$ cat config.mk
export PLATFORM = sky130hd
export DESIGN_NAME = reg_read_port
export DESIGN_NICKNAME = d
export VERILOG_FILES = /design/src/rtl/reg_read_port_pkg.sv /design/src/rtl/reg_sel_mux.sv /design/src/rtl/reg_read_port.sv
export SDC_FILE = /design/constraint.sdc
export NUM_CORES = 1
export LEC_CHECK = 0
export ABC_AREA = 1
export BUFFER_PORTS_ARGS = -buffer_cell sky130_fd_sc_hd__buf_2
export CAP_MARGIN = 20
export CORE_MARGIN = 8
export CORE_UTILIZATION = 46
export DETAILED_ROUTE_END_ITERATION = 10
export PLACE_DENSITY = 0.87
export SYNTH_ARGS = -nofsm -noshare
export SYNTH_HDL_FRONTEND = slang
export SYNTH_HIERARCHICAL = 1
export SYNTH_SLANG_ARGS = --single-unit
$ cat constraint.sdc
create_clock -name CLK -period 3.5 [get_ports CLK]
set_input_delay 0.175 -clock CLK [delete_from_list [all_inputs] [get_ports CLK]]
set_output_delay 0.175 -clock CLK [all_outputs]
set_load 0.01 [all_outputs]
$ cat src/rtl/reg_read_port_pkg.sv
// rtl/reg_read_port_pkg.sv - shared selector codes, FSM state type and write-enable bit map
package reg_read_port_pkg;

    // Read selector codes
    localparam logic [3:0] SEL_AL = 4'd0;
    localparam logic [3:0] SEL_CL = 4'd1;
    localparam logic [3:0] SEL_DL = 4'd2;
    localparam logic [3:0] SEL_BL = 4'd3;
    localparam logic [3:0] SEL_AH = 4'd4;
    localparam logic [3:0] SEL_CH = 4'd5;
    localparam logic [3:0] SEL_DH = 4'd6;
    localparam logic [3:0] SEL_BH = 4'd7;
    localparam logic [3:0] SEL_SP = 4'd8;
    localparam logic [3:0] SEL_BP = 4'd9;
    localparam logic [3:0] SEL_SI = 4'd10;
    localparam logic [3:0] SEL_DI = 4'd11;
    localparam logic [3:0] SEL_AX = 4'd12;
    localparam logic [3:0] SEL_CX = 4'd13;
    localparam logic [3:0] SEL_DX = 4'd14;
    localparam logic [3:0] SEL_BX = 4'd15;

    // Write-enable bit positions on the write bus
    localparam int WE_W  = 12;
    localparam int WE_AL = 11;
    localparam int WE_CL = 10;
    localparam int WE_DL = 9;
    localparam int WE_BL = 8;
    localparam int WE_AH = 7;
    localparam int WE_CH = 6;
    localparam int WE_DH = 5;
    localparam int WE_BH = 4;
    localparam int WE_SP = 3;
    localparam int WE_BP = 2;
    localparam int WE_SI = 1;
    localparam int WE_DI = 0;

    // IDLE: no response held; RESP: response held on the output
    typedef enum logic {
        ST_IDLE = 1'b0,
        ST_RESP = 1'b1
    } state_e;

    // Byte carried by the write bus for an 8-bit register write
    function automatic logic [7:0] wr_byte(input logic [15:0] data, input logic sel_hi);
        return sel_hi ? data[15:8] : data[7:0];
    endfunction

endpackage

$ cat src/rtl/reg_sel_mux.sv
// rtl/reg_sel_mux.sv - combinational 16-way register selector with zero-extension of byte registers
module reg_sel_mux
    import reg_read_port_pkg::*;
(
    input  logic [7:0]  al_i,
    input  logic [7:0]  cl_i,
    input  logic [7:0]  dl_i,
    input  logic [7:0]  bl_i,
    input  logic [7:0]  ah_i,
    input  logic [7:0]  ch_i,
    input  logic [7:0]  dh_i,
    input  logic [7:0]  bh_i,
    input  logic [15:0] sp_i,
    input  logic [15:0] bp_i,
    input  logic [15:0] si_i,
    input  logic [15:0] di_i,
    input  logic [3:0]  sel_i,
    output logic [15:0] data_o
);

    // Pick the addressed register; byte registers are zero-extended, pairs are {high, low}
    always_comb begin
        data_o = 16'h0000;
        case (sel_i)
            SEL_AL:  data_o = {8'h00, al_i};
            SEL_CL:  data_o = {8'h00, cl_i};
            SEL_DL:  data_o = {8'h00, dl_i};
            SEL_BL:  data_o = {8'h00, bl_i};
            SEL_AH:  data_o = {8'h00, ah_i};
            SEL_CH:  data_o = {8'h00, ch_i};
            SEL_DH:  data_o = {8'h00, dh_i};
            SEL_BH:  data_o = {8'h00, bh_i};
            SEL_SP:  data_o = sp_i;
            SEL_BP:  data_o = bp_i;
            SEL_SI:  data_o = si_i;
            SEL_DI:  data_o = di_i;
            SEL_AX:  data_o = {ah_i, al_i};
            SEL_CX:  data_o = {ch_i, cl_i};
            SEL_DX:  data_o = {dh_i, dl_i};
            SEL_BX:  data_o = {bh_i, bl_i};
            default: data_o = 16'h0000;
        endcase
    end

endmodule

$ cat src/rtl/reg_read_port.sv
// rtl/reg_read_port.sv - valid/ready register read port with one-deep response register (REG_READ_BYPASS_EN enables write forwarding)
module reg_read_port
    import reg_read_port_pkg::*;
#(
    parameter int CNT_W = 8
) (
    input  logic             CLK,
    input  logic             RST,
    input  logic [7:0]       AL,
    input  logic [7:0]       CL,
    input  logic [7:0]       DL,
    input  logic [7:0]       BL,
    input  logic [7:0]       AH,
    input  logic [7:0]       CH,
    input  logic [7:0]       DH,
    input  logic [7:0]       BH,
    input  logic [15:0]      SP,
    input  logic [15:0]      BP,
    input  logic [15:0]      SI,
    input  logic [15:0]      DI,
    input  logic             REQ_VALID,
    output logic             REQ_READY,
    input  logic [3:0]       REQ_SEL,
    output logic             RSP_VALID,
    input  logic             RSP_READY,
    output logic [15:0]      RSP_DATA,
    input  logic [WE_W-1:0]  WR_WE,
    input  logic             WR_SEL,
    input  logic [15:0]      WR_DATA,
    output logic [CNT_W-1:0] RD_CNT
);

    state_e            state_q, state_d;
    logic [15:0]       rsp_data_q, rsp_data_d;
    logic [CNT_W-1:0]  rd_cnt_q, rd_cnt_d;

    logic [7:0]        al_f, cl_f, dl_f, bl_f, ah_f, ch_f, dh_f, bh_f;
    logic [15:0]       sp_f, bp_f, si_f, di_f;
    logic [15:0]       sel_data;
    logic              accept;
    logic              rsp_fire;

`ifdef REG_READ_BYPASS_EN
    // A write landing in the acceptance cycle wins over the stale register value;
    // pairs pick up each byte independently because they read the forwarded bytes.
    logic [7:0] wr_b;
    assign wr_b = wr_byte(WR_DATA, WR_SEL);
    assign al_f = WR_WE[WE_AL] ? wr_b : AL;
    assign cl_f = WR_WE[WE_CL] ? wr_b : CL;
    assign dl_f = WR_WE[WE_DL] ? wr_b : DL;
    assign bl_f = WR_WE[WE_BL] ? wr_b : BL;
    assign ah_f = WR_WE[WE_AH] ? wr_b : AH;
    assign ch_f = WR_WE[WE_CH] ? wr_b : CH;
    assign dh_f = WR_WE[WE_DH] ? wr_b : DH;
    assign bh_f = WR_WE[WE_BH] ? wr_b : BH;
    assign sp_f = WR_WE[WE_SP] ? WR_DATA : SP;
    assign bp_f = WR_WE[WE_BP] ? WR_DATA : BP;
    assign si_f = WR_WE[WE_SI] ? WR_DATA : SI;
    assign di_f = WR_WE[WE_DI] ? WR_DATA : DI;
`else
    // Without forwarding the write bus has no effect on reads
    logic unused_wr;
    assign unused_wr = ^{WR_WE, WR_SEL, WR_DATA};
    assign al_f = AL;
    assign cl_f = CL;
    assign dl_f = DL;
    assign bl_f = BL;
    assign ah_f = AH;
    assign ch_f = CH;
    assign dh_f = DH;
    assign bh_f = BH;
    assign sp_f = SP;
    assign bp_f = BP;
    assign si_f = SI;
    assign di_f = DI;
`endif

    reg_sel_mux u_sel_mux (
        .al_i   (al_f),
        .cl_i   (cl_f),
        .dl_i   (dl_f),
        .bl_i   (bl_f),
        .ah_i   (ah_f),
        .ch_i   (ch_f),
        .dh_i   (dh_f),
        .bh_i   (bh_f),
        .sp_i   (sp_f),
        .bp_i   (bp_f),
        .si_i   (si_f),
        .di_i   (di_f),
        .sel_i  (REQ_SEL),
        .data_o (sel_data)
    );

    // A new request fits whenever the slot is empty or is being drained this cycle
    assign REQ_READY = (state_q == ST_IDLE) | RSP_READY;
    assign RSP_VALID = (state_q == ST_RESP);
    assign RSP_DATA  = rsp_data_q;
    assign RD_CNT    = rd_cnt_q;

    assign accept    = REQ_VALID & REQ_READY;
    assign rsp_fire  = RSP_VALID & RSP_READY;

    // Next state, response capture and completion count
    always_comb begin
        state_d    = state_q;
        rsp_data_d = rsp_data_q;
        rd_cnt_d   = rd_cnt_q;
        case (state_q)
            ST_IDLE: begin
                if (accept) begin
                    state_d = ST_RESP;
                end
            end
            ST_RESP: begin
                if (RSP_READY) begin
                    state_d = accept ? ST_RESP : ST_IDLE;
                end
            end
            default: state_d = ST_IDLE;
        endcase
        if (accept) begin
            rsp_data_d = sel_data;
        end
        if (rsp_fire) begin
            rd_cnt_d = rd_cnt_q + CNT_W'(1);
        end
    end

    // State registers; reset drops any held response and clears the count
    always_ff @(posedge CLK) begin
        if (!RST) begin
            state_q    <= ST_IDLE;
            rsp_data_q <= 16'h0000;
            rd_cnt_q   <= '0;
        end else begin
            state_q    <= state_d;
            rsp_data_q <= rsp_data_d;
            rd_cnt_q   <= rd_cnt_d;
        end
    end

endmodule

==> reports/results.txt, run 1 <==
Status - finished, final reports clean
Layout cells sized above 1 - 0.286
Hpwl dp - 8930 um
MaxCap Viol Count - 0
Die X - 93.9 um
Post-layout util - 0.619
Vias/cell - 5.44
Switch share - 0.358
Die Y - 93.9 um
Non-filler cells, final - 747
Initial DRC count - 316
Power per cell area - 217 nW/um2
Final net count - 839
Worst slew margin - 0.343
Crit path max fanout - 17
Setup Fix Bufs, Post-CTS - 0
Total Neg Setup Slack - 0 ps
Setup slack, reg-to-reg - 2400 ps
Clock tree from TritonCTS - built
IO Port Bufs - 161
Int Pwr - 0.000508 W
Cells after DPL - 742
Library cells used by synthesis - 26
Slew Limit Fails - 0
Post-DRT Antenna Nets - 0
Core area - 5890 um2
Startpoint types - input port
# resized after CTS - 0
Post-place instance area - 3580 um2
Global Route Usage Sum - 0.252
Net Count, Synth - 698
Hold depth - 3
First-pass GRT wire length - 18500 um
Largest net degree at the start of global routing - 49
Vias - 4067
DIE AREA - 8820 um2
FF-to-FF path depth - 5
Yosys top cell by area - nand3_1
Min cycle time layout - 1810 ps
Pre-CTS setup slack - 1500 ps
DR WL/cell - 15.3 um
Setup CP Type - in2reg
Max clock buf depth - 2
Hold-fix buffers, CTS - 0
Register bit total from synthesis - 25
Synth area leaders - nand3_1 (27%), nand2_1 (21%), dfxtp_1 (18%), nor2_1 (9.8%), inv_1 (5.2%)
Clock Skew - 7.19 ps
Worst slew pin tran - 984 ps
Setup violators final - 0
Initial DRT Pass Iterations - 5
Post-synthesis area per instance - 5.25 um2
Max Clock Freq - 0.554 GHz
Grt ovf - 0
CTS sink cnt - 25
Synthesized area - 2790 um2
Leakage power - 2.05 nW
WP data arrival - 2000 ps
RePlAce Congestion - 0.952
Worst endpoint required time - 3690 ps
Area fraction of the dominant cell type after synthesis - 0.267
Clk pwr share - 0.208
WL final - 11400 um
Worst setup EP type - flop
RSZ-0062 raised after global routing - no
Finished Cell Area - 3640 um2
Synth warn - 6
Remaining DRCs - 0
P_sw - 0.000283 W
PnR worst setup slack - 1690 ps
Vias in the first global route - 3931
Clk slew on worst S/H paths - 90 ps
Final hold violations - 0
Initial antenna violation count - 0
Max H-tree Level - 1
TritonCTS Buffers - 3
Clock Latency Late Sink - 260 ps
HP Class - in2reg
Ant diodes - 0
Sequential share of power - 0.396
Peak VDD IR - 0.198 mV
Combinational fraction of design power - 0.396
Synth-to-layout area growth - 30.6%
Cell Rows - 28
Clk Tree Root Cell - clkbuf_8
Post-Syn Instances - 532
Initial Util - 0.474
IO Count - 191
Final Cycle Share - 0.516
Sequential share of the synthesized area - 0.179
==> cell families after synthesis <==
group / count (synthesis) / share of synthesized area
buffers and inverters: 75 / 0.120
adder cells (fa/ha/maj): 1 / 0.00448
flip-flops: 25 / 0.179
AND/OR/NAND/NOR: 407 / 0.652
AO/OA/AOI/OAI: 24 / 0.0439
==> placed cells by master (no fill, tap or decap), types with 5 or more instances in the layout <==
master / Yosys / final
nand3_1: 149 / 149
nor2_2: 3 / 5
o21ai_0: 16 / 16
nor2_1: 73 / 69
dfxtp_1: 25 / 25
nand2_1: 157 / 157
inv_2: 5 / 5
buf_2: 21 / 161
nand4_1: 10 / 10
a21oi_1: 6 / 6
inv_1: 39 / 39
nor2_4: 4 / 6
==> cell usage after synthesis <==
library cell,count
ha_1,1
nand2_1,157
nor2_2,3
dfxtp_1,25
buf_6,1
o21a_1,1
inv_1,39
nor3_2,1
inv_2,5
buf_8,1
nand4_1,10
clkbuf_1,6
inv_6,1
a21oi_1,6
nand2_2,2
or2_1,4
nand3_2,1
nor2_1,73
buf_2,21
o21ai_0,16
nand2_4,2
nand3_1,149
buf_4,1
nor3_1,1
nor2_4,4
o21ai_1,1
==> power groups by stage <==
stage	clock, W	combinational, W	sequential (W)
floorplan	0	0.000151	0.000328
global placement	0	0.000300	0.000318
detailed placement	0	0.000305	0.000320
CTS	0.000169	0.000306	0.000313
global route	0.000183	0.000347	0.000316
finish	0.000164	0.000313	0.000313
==> path summary, 6_finish.rpt <==
| path | end | from |
|---|---|---|
| max reg2reg | RD_CNT[5] | RSP_VALID |
| min reg2reg | RSP_DATA[13] | RSP_DATA[13] |
| min | RSP_VALID | REQ_VALID |
| max | RSP_DATA[6] | REQ_SEL[1] |
==> critical path, cell delays in order <==
cell and delay [ps]:
buf_2 150, inv_1 70, nor2_2 560, buf_4 350
nand3_1 100, nand2_1 150, nor2_1 50, nand2_1 50
inv_1 50, nand3_1 60, o21ai_0 80, nor2_1 140
==> layout make-up <==
cell class	count	area [um2]
inverters	45	174
flip-flops and latches	25	500
clock buffers	4	45.0
repair buffers	166	856
fillers	609	2240
multi-input cells	432	1980
well taps	75	93.8
==> routing by layer <==
layer / global-route usage / part of all wire / vias to the layer above / routed length, um
li1: - / - / 2001 / -
met1: 0.310 / 0.38 / 1777 / 4340
met2: 0.419 / 0.47 / 265 / 5320
met3: 0.0616 / 0.13 / 24 / 1480
met4: 0.0793 / 0.023 / 0 / 267
met5: 0 / 0 / - / 0
==> registers in the layout, summed over array words and instances, names as in the netlist <==
register / cells
RSP_VALID: 1
RD_CNT: 8
RSP_DATA: 16
==> through the flow <==
step,hold WS (ps),total power [W]
after floorplan,300,0.000478
after global placement,448,0.000618
after detailed placement,458,0.000625
after CTS,176,0.000788
after global routing,182,0.000845
final,176,0.000791
(Power assumes the default switching activity.)
==> run 2: changes to the inputs <==
Settings changed: CORE_UTILIZATION 46 to 39, PLACE_DENSITY 0.87 to 0.78.
Clock period 3.5 ns to 1.47 ns, I/O delays scaled along.
==> run 2 against run 1 <==
Global-route usage down 1.9 points. Critical endpoint is now RSP_DATA[5]. Via count increased by 2.4%. Utilization is 7.2 points lower. Wire length increased by 8.3%. Non-clock buffer count grew 20. First-iteration DRC count fell by 17%. Highest routed layer is now met5. Sequential power up 140%.
==> reports/results.txt, run 2 (synthesized netlist as in run 1, its figures left out) <==
Status - finished, final reports clean
Most common cell after layout, fill and taps aside - buf_2
Max clock buf depth - 2 (unchanged)
RePlAce Congestion - 0.937 (-1.6%)
Ant diodes - 0 (unchanged)
WL final - 12400 um (+8.3%)
Final hold violations - 0 (unchanged)
Max FFs per register - 16 (unchanged)
Routed length on met2 - 5860 um (+10%)
Clock Latency Late Sink - 270 ps (about the same)
RSZ-0062 raised after global routing - no
Min cycle time layout - 1310 ps
Global Route Usage Sum - 0.233 (-0.0193)
Clock tree from TritonCTS - built
Vias/cell - 5.26 (-3.3%)
Slew Limit Fails - 0 (unchanged)
Worst endpoint required time - 1680 ps (-2010 ps)
Worst setup EP type - flop
Clock Skew - 5.80 ps (-1.39 ps)
HP Class - in2reg
Layout cells sized above 1 - 0.309 (+0.0235)
TritonCTS Buffers - 3 (unchanged)
Crit path max fanout - 16 (-1)
Filler cells - 767 (+26%)
Worst slew pin tran - 714 ps (-270 ps)
Power per cell area - 503 nW/um2 (+130%)
MaxCap Viol Count - 0 (unchanged)
Setup CP Type - in2reg
Most frequent cells in the layout - buf_2 (161), nand2_1 (157), nand3_1 (149)
Initial antenna violation count - 1 (+1)
DR WL/cell - 15.6 um (+2.3%)
Final Cycle Share - 0.892
Die X - 101 um (+7.1%)
Cell Rows - 31 (+11%)
Die Y - 101 um (+7.1%)
Synth-to-layout area growth - 39.2%
Remaining DRCs - 0 (unchanged)
Largest net degree at the start of global routing - 33 (-33%)
Grt ovf - 0 (unchanged)
Peak VDD IR - 0.288 mV (+45%)
Leakage power - 2.17 nW (+5.9%)
Clk Tree Root Cell - clkbuf_8
WP data arrival - 1520 ps (-480 ps)
Top Layer Used - met5
Vias in the first global route - 4026 (+2.4%)
Clk slew on worst S/H paths - 90 ps (about the same)
Initial DRT Pass Iterations - 5 (unchanged)
Initial DRC count - 263 (-17%)
Worst slew margin - 0.523 (+0.180)
Post-layout util - 0.548 (-0.0718)
Max Clock Freq - 0.763 GHz
First-pass GRT wire length - 19300 um (+3.8%)
Post-DRT Antenna Nets - 0 (unchanged)
Max H-tree Level - 1 (unchanged)
Hold-fix buffers, CTS - 0 (unchanged)
Met1 Routed Length - 5040 um (+16%)
Total power - 0.00196 W (+150%)
Final net count - 859 (+2.4%)
PnR worst setup slack - 159 ps (-1530 ps)
Hpwl dp - 10100 um (+13%)
Pre-CTS setup slack - -440 ps (-1940 ps)
IO Port Bufs - 161 (unchanged)
Met3 Wirelength - 1270 um (-14%)
Core area - 7100 um2 (+21%)
Vias - 4164 (+2.4%)
Setup violators final - 0 (unchanged)
Setup Fix Bufs, Post-CTS - 0 (unchanged)
CTS sink cnt - 25 (unchanged)
IO Count - 191 (unchanged)
Initial Util - 0.393 (-0.0810)
DIE AREA - 10100 um2 (+15%)
Startpoint types - input port
## run 2: report_power, final
| group | switching [W] | internal [W] | total (W) |
|---|---|---|---|
| registers | 0.0000280 | 0.000720 | 0.000748 |
| logic | 0.000467 | 0.000337 | 0.000804 |
| clock network | 0.000215 | 0.000189 | 0.000404 |
| total | 0.000711 | 0.00125 | 0.00196 |
## run 2: repair_timing
item	in CTS	in global routing
hold endpoints to repair	0	0
resized for setup	1	3
setup endpoints to repair	8	5
## run 2: per-stage QoR
stage | area [um2] | setup TNS, ps | cells | hold slack [ps]
3_5_place_dp | 3830 | -3310 | 787 | 361
2_1_floorplan | 2790 | 0 | 532 | 199
5_1_grt | 3890 | 0 | 791 | 74.9
3_3_place_gp | 3830 | -2450 | 787 | 350
6_report | 3890 | 0 | 791 | 69.5
4_1_cts | 3880 | 0 | 791 | 64.5
## run 2: cell type report
type,instances,area (um2),area share
multi-input cells,432,1980,0.510
inverters,45,176,0.0454
flip-flops and latches,25,500,0.129
clock inverters,1,5.00,0.00129
repair buffers,186,1060,0.272
clock buffers,3,41.3,0.0106
well taps,99,124,0.0319
## run 2: layer usage
metal | up-vias | global-route usage
met5 | - | 0
met1 | 1867 | 0.279
met2 | 230 | 0.400
met3 | 19 | 0.0525
li1 | 2046 | -
met4 | 2 | 0.0698
## run 2: worst max-delay path: stages
cell,delay (ps)
buf_2,170
nand2_1,160
inv_1,450
nand3_1,180
nand2_1,110
nor2_1,50
nand2_1,60
inv_1,40
nand3_1,60
o21ai_0,80
nor2_1,100
## run 2: worst paths after layout
path	from	cells past startpoint	slack, ps	end
max	REQ_SEL[1]	11	160	RSP_DATA[5]
min reg2reg	RSP_DATA[8]	2	490	RSP_DATA[8]
min	REQ_VALID	3	70	RSP_VALID
max reg2reg	RSP_VALID	5	330	RD_CNT[7]
==> run 3: changes to the inputs <==
Settings changed: ABC_AREA 1 to 0, CORE_UTILIZATION 39 to 38, PLACE_DENSITY 0.78 to 0.77.
==> run 3 against run 2 <==
Final cell count is 15% lower. Clock skew fell by 3.6 ps. Highest routed layer is now met4. Critical endpoint is now RSP_DATA[2]. First-iteration DRC count rose by 24%. Largest cell class unchanged. Combinational power increased by 27%. Utilization is 2.3 points higher. Worst setup slack worse by 73 ps.
==> reports/results.txt, run 3 <==
Status - finished, final reports clean
WP data arrival - 1580 ps (+60 ps)
Startpoint types - input port
Vias in the first global route - 4010 (-0.40%)
Synth-to-layout area growth - 49.0%
Initial antenna violation count - 0 (-1)
Slew Limit Fails - 0 (unchanged)
Post-synth top cells - a21oi_1 (44), nand2_1 (29), nor2_1 (27)
Layout cells sized above 1 - 0.437 (+0.128)
Setup CP Type - in2reg
First-pass GRT wire length - 20400 um (+5.8%)
RePlAce Congestion - 0.966 (+3.1%)
TritonCTS Buffers - 3 (unchanged)
Cell Rows - 31 (unchanged)
Finished Cell Area - 4050 um2 (+4.1%)
Pre-CTS setup slack - -222 ps (+218 ps)
Setup violators final - 0 (unchanged)
Synth area leaders - dfxtp_1 (18%), a21oi_1 (8.1%), mux2i_1 (5.5%), a22oi_1 (4.4%), nand3_1 (4.2%)
Leakage power - 1.89 nW (-13%)
Crit path max fanout - 13 (-3)
IO Count - 191 (unchanged)
Post-DRT Antenna Nets - 0 (unchanged)
FF-to-FF path depth - 3 (-2)
Clk Tree Root Cell - clkbuf_8
Synthesized area - 2720 um2 (-2.7%)
Final Cycle Share - 0.942 (+0.0497)
Most common cell in the netlist - a21oi_1
Synth warn - 6 (unchanged)
Worst slew margin - 0.715 (+0.192)
Peak VDD IR - 0.321 mV (+11%)
PnR worst setup slack - 85.8 ps (-73.0 ps)
Post-synth ARST share - 0 (unchanged)
Final net count - 737 (-14%)
Global Route Usage Sum - 0.252 (+0.0190)
Max H-tree Level - 1 (unchanged)
Area fraction of the dominant cell type after synthesis - 0.184 (-0.0828)
Most frequent cells in the layout - buf_2 (158), buf_4 (57), a21oi_1 (43)
Vias/cell - 5.75 (+9.2%)
Core area - 7100 um2 (unchanged)
Hpwl dp - 10900 um (+7.8%)
Post-synthesis area per instance - 7.18 um2 (+37%)
Worst endpoint required time - 1670 ps (about the same)
Net Count, Synth - 544 (-22%)
Sequential share of the synthesized area - 0.184 (+0.00504)
Die Y - 101 um (about the same)
Post-place instance area - 3970 um2 (+3.8%)
Setup Fix Bufs, Post-CTS - 0 (unchanged)
Clock Latency Late Sink - 270 ps (about the same)
DIE AREA - 10100 um2 (-0.14%)
Clock tree from TritonCTS - built
RSZ-0062 raised after global routing - no
Worst hold slack - 124 ps (+54.4 ps)
Power per cell area - 533 nW/um2 (+5.9%)
Worst setup EP type - flop
Worst slew pin tran - 427 ps (-287 ps)
Clk slew on worst S/H paths - 80 ps (about the same)
Initial Util - 0.383 (-0.0108)
Register bit total from synthesis - 25 (unchanged)
Library cells used by synthesis - 56 (+120%)
Filler cells - 709 (-7.6%)
Ys flop type - dfxtp_1
EDFF count, synth - 0 (unchanged)
Initial DRT Pass Iterations - 5 (unchanged)
Yosys top cell by area - dfxtp_1
MaxCap Viol Count - 0 (unchanged)
Largest net degree at the start of global routing - 26 (-21%)
DR WL/cell - 19.5 um (+25%)
Grt ovf - 0 (unchanged)
Remaining DRCs - 0 (unchanged)
WL final - 13100 um (+5.6%)
IO Port Bufs - 161 (unchanged)
CTS sink cnt - 25 (unchanged)
Clock Skew - 2.19 ps (-3.61 ps)
Post-Syn Instances - 378 (-29%)
Vias - 3846 (-7.6%)
Max clock buf depth - 2 (unchanged)
Ant diodes - 0 (unchanged)
Max Clock Freq - 0.722 GHz (-5.3%)
Die X - 101 um (about the same)
Hold depth - 3 (unchanged)
HP Class - in2reg
Min cycle time layout - 1380 ps (+73.0 ps)
Most common cell after layout, fill and taps aside - buf_2
Final hold violations - 0 (unchanged)
Max FFs per register - 16 (unchanged)
Initial DRC count - 325 (+24%)
run 3: cell types whose count changed in the layout (fill, tap and decap cells not counted), sizes merged, moves of 10 or more:
cell,previous run,this run
nand2,161,29
nand3,150,23
nor2,80,28
inv,45,6
a21oi,6,44
buf,186,220
nor2b,0,17
a22oi,0,16
mux2i,0,15
o21ai,17,30
a221oi,0,10
run 3: final cells by class:
cell class                 instances  area [um2]  share of cell area
multi-input combinational        313        2030               0.502
timing repair buffer             222        1330               0.327
sequential                        25         500               0.124
tap                               99         124              0.0306
clock buffer                       4        45.0              0.0111
inverter                           6        22.5             0.00557
run 3: worst max-delay path, cell delays in order:
cell and delay, ps:
buf_4 160, buf_12 160, buf_12 130, mux2i_1 100, o21ai_0 270, a21o_1 200, nand2_1 50, a31oi_1 190
nand3_1 100, a21oi_1 150
run 3: through the flow:
step / TNS [ps] / util / power (W) / instances
2_1_floorplan: 0 / - / 0.00124 / 378
3_3_place_gp: -1970 / 0.560 / 0.00173 / 665
3_5_place_dp: -2400 / 0.560 / 0.00174 / 665
4_1_cts: 0 / 0.566 / 0.00214 / 669
5_1_grt: 0 / 0.570 / 0.00229 / 669
6_report: 0 / 0.570 / 0.00216 / 669
run 3: final timing paths:
kind / from / to / slack, ps
max: REQ_SEL[1] / RSP_DATA[2] / 90
min: RSP_READY / RD_CNT[1] / 120
max reg2reg: RSP_VALID / RD_CNT[7] / 160
min reg2reg: RSP_DATA[6] / RSP_DATA[6] / 470
run 3: cells by family after synthesis:
group           share of synthesized area
buf+inv                            0.0742
simple gates                        0.232
flops                               0.184
mux                                 0.105
compound gates                      0.393
fa+ha+maj                         0.00461
xor+xnor                          0.00645
run 3: repair_timing:
item / CTS / global route
endpoints found under the setup margin: 0 / 6
hold endpoints to repair: 0 / 0
hold buffers: 0 / 0
gates resized for setup: 0 / 11
run 3: metal layers:
metal	vias up	wire, um	share of wire	track usage
met5	-	0	0	0
met4	0	410	0.031	0.0895
met3	32	1000	0.077	0.0552
met2	192	6410	0.49	0.438
met1	1801	5240	0.40	0.295
li1	1821	-	-	-
run 3: power by group:
group / internal [W] / switching, W
clock network: 0.000194 / 0.000214
logic: 0.000504 / 0.000518
registers: 0.000709 / 0.0000182
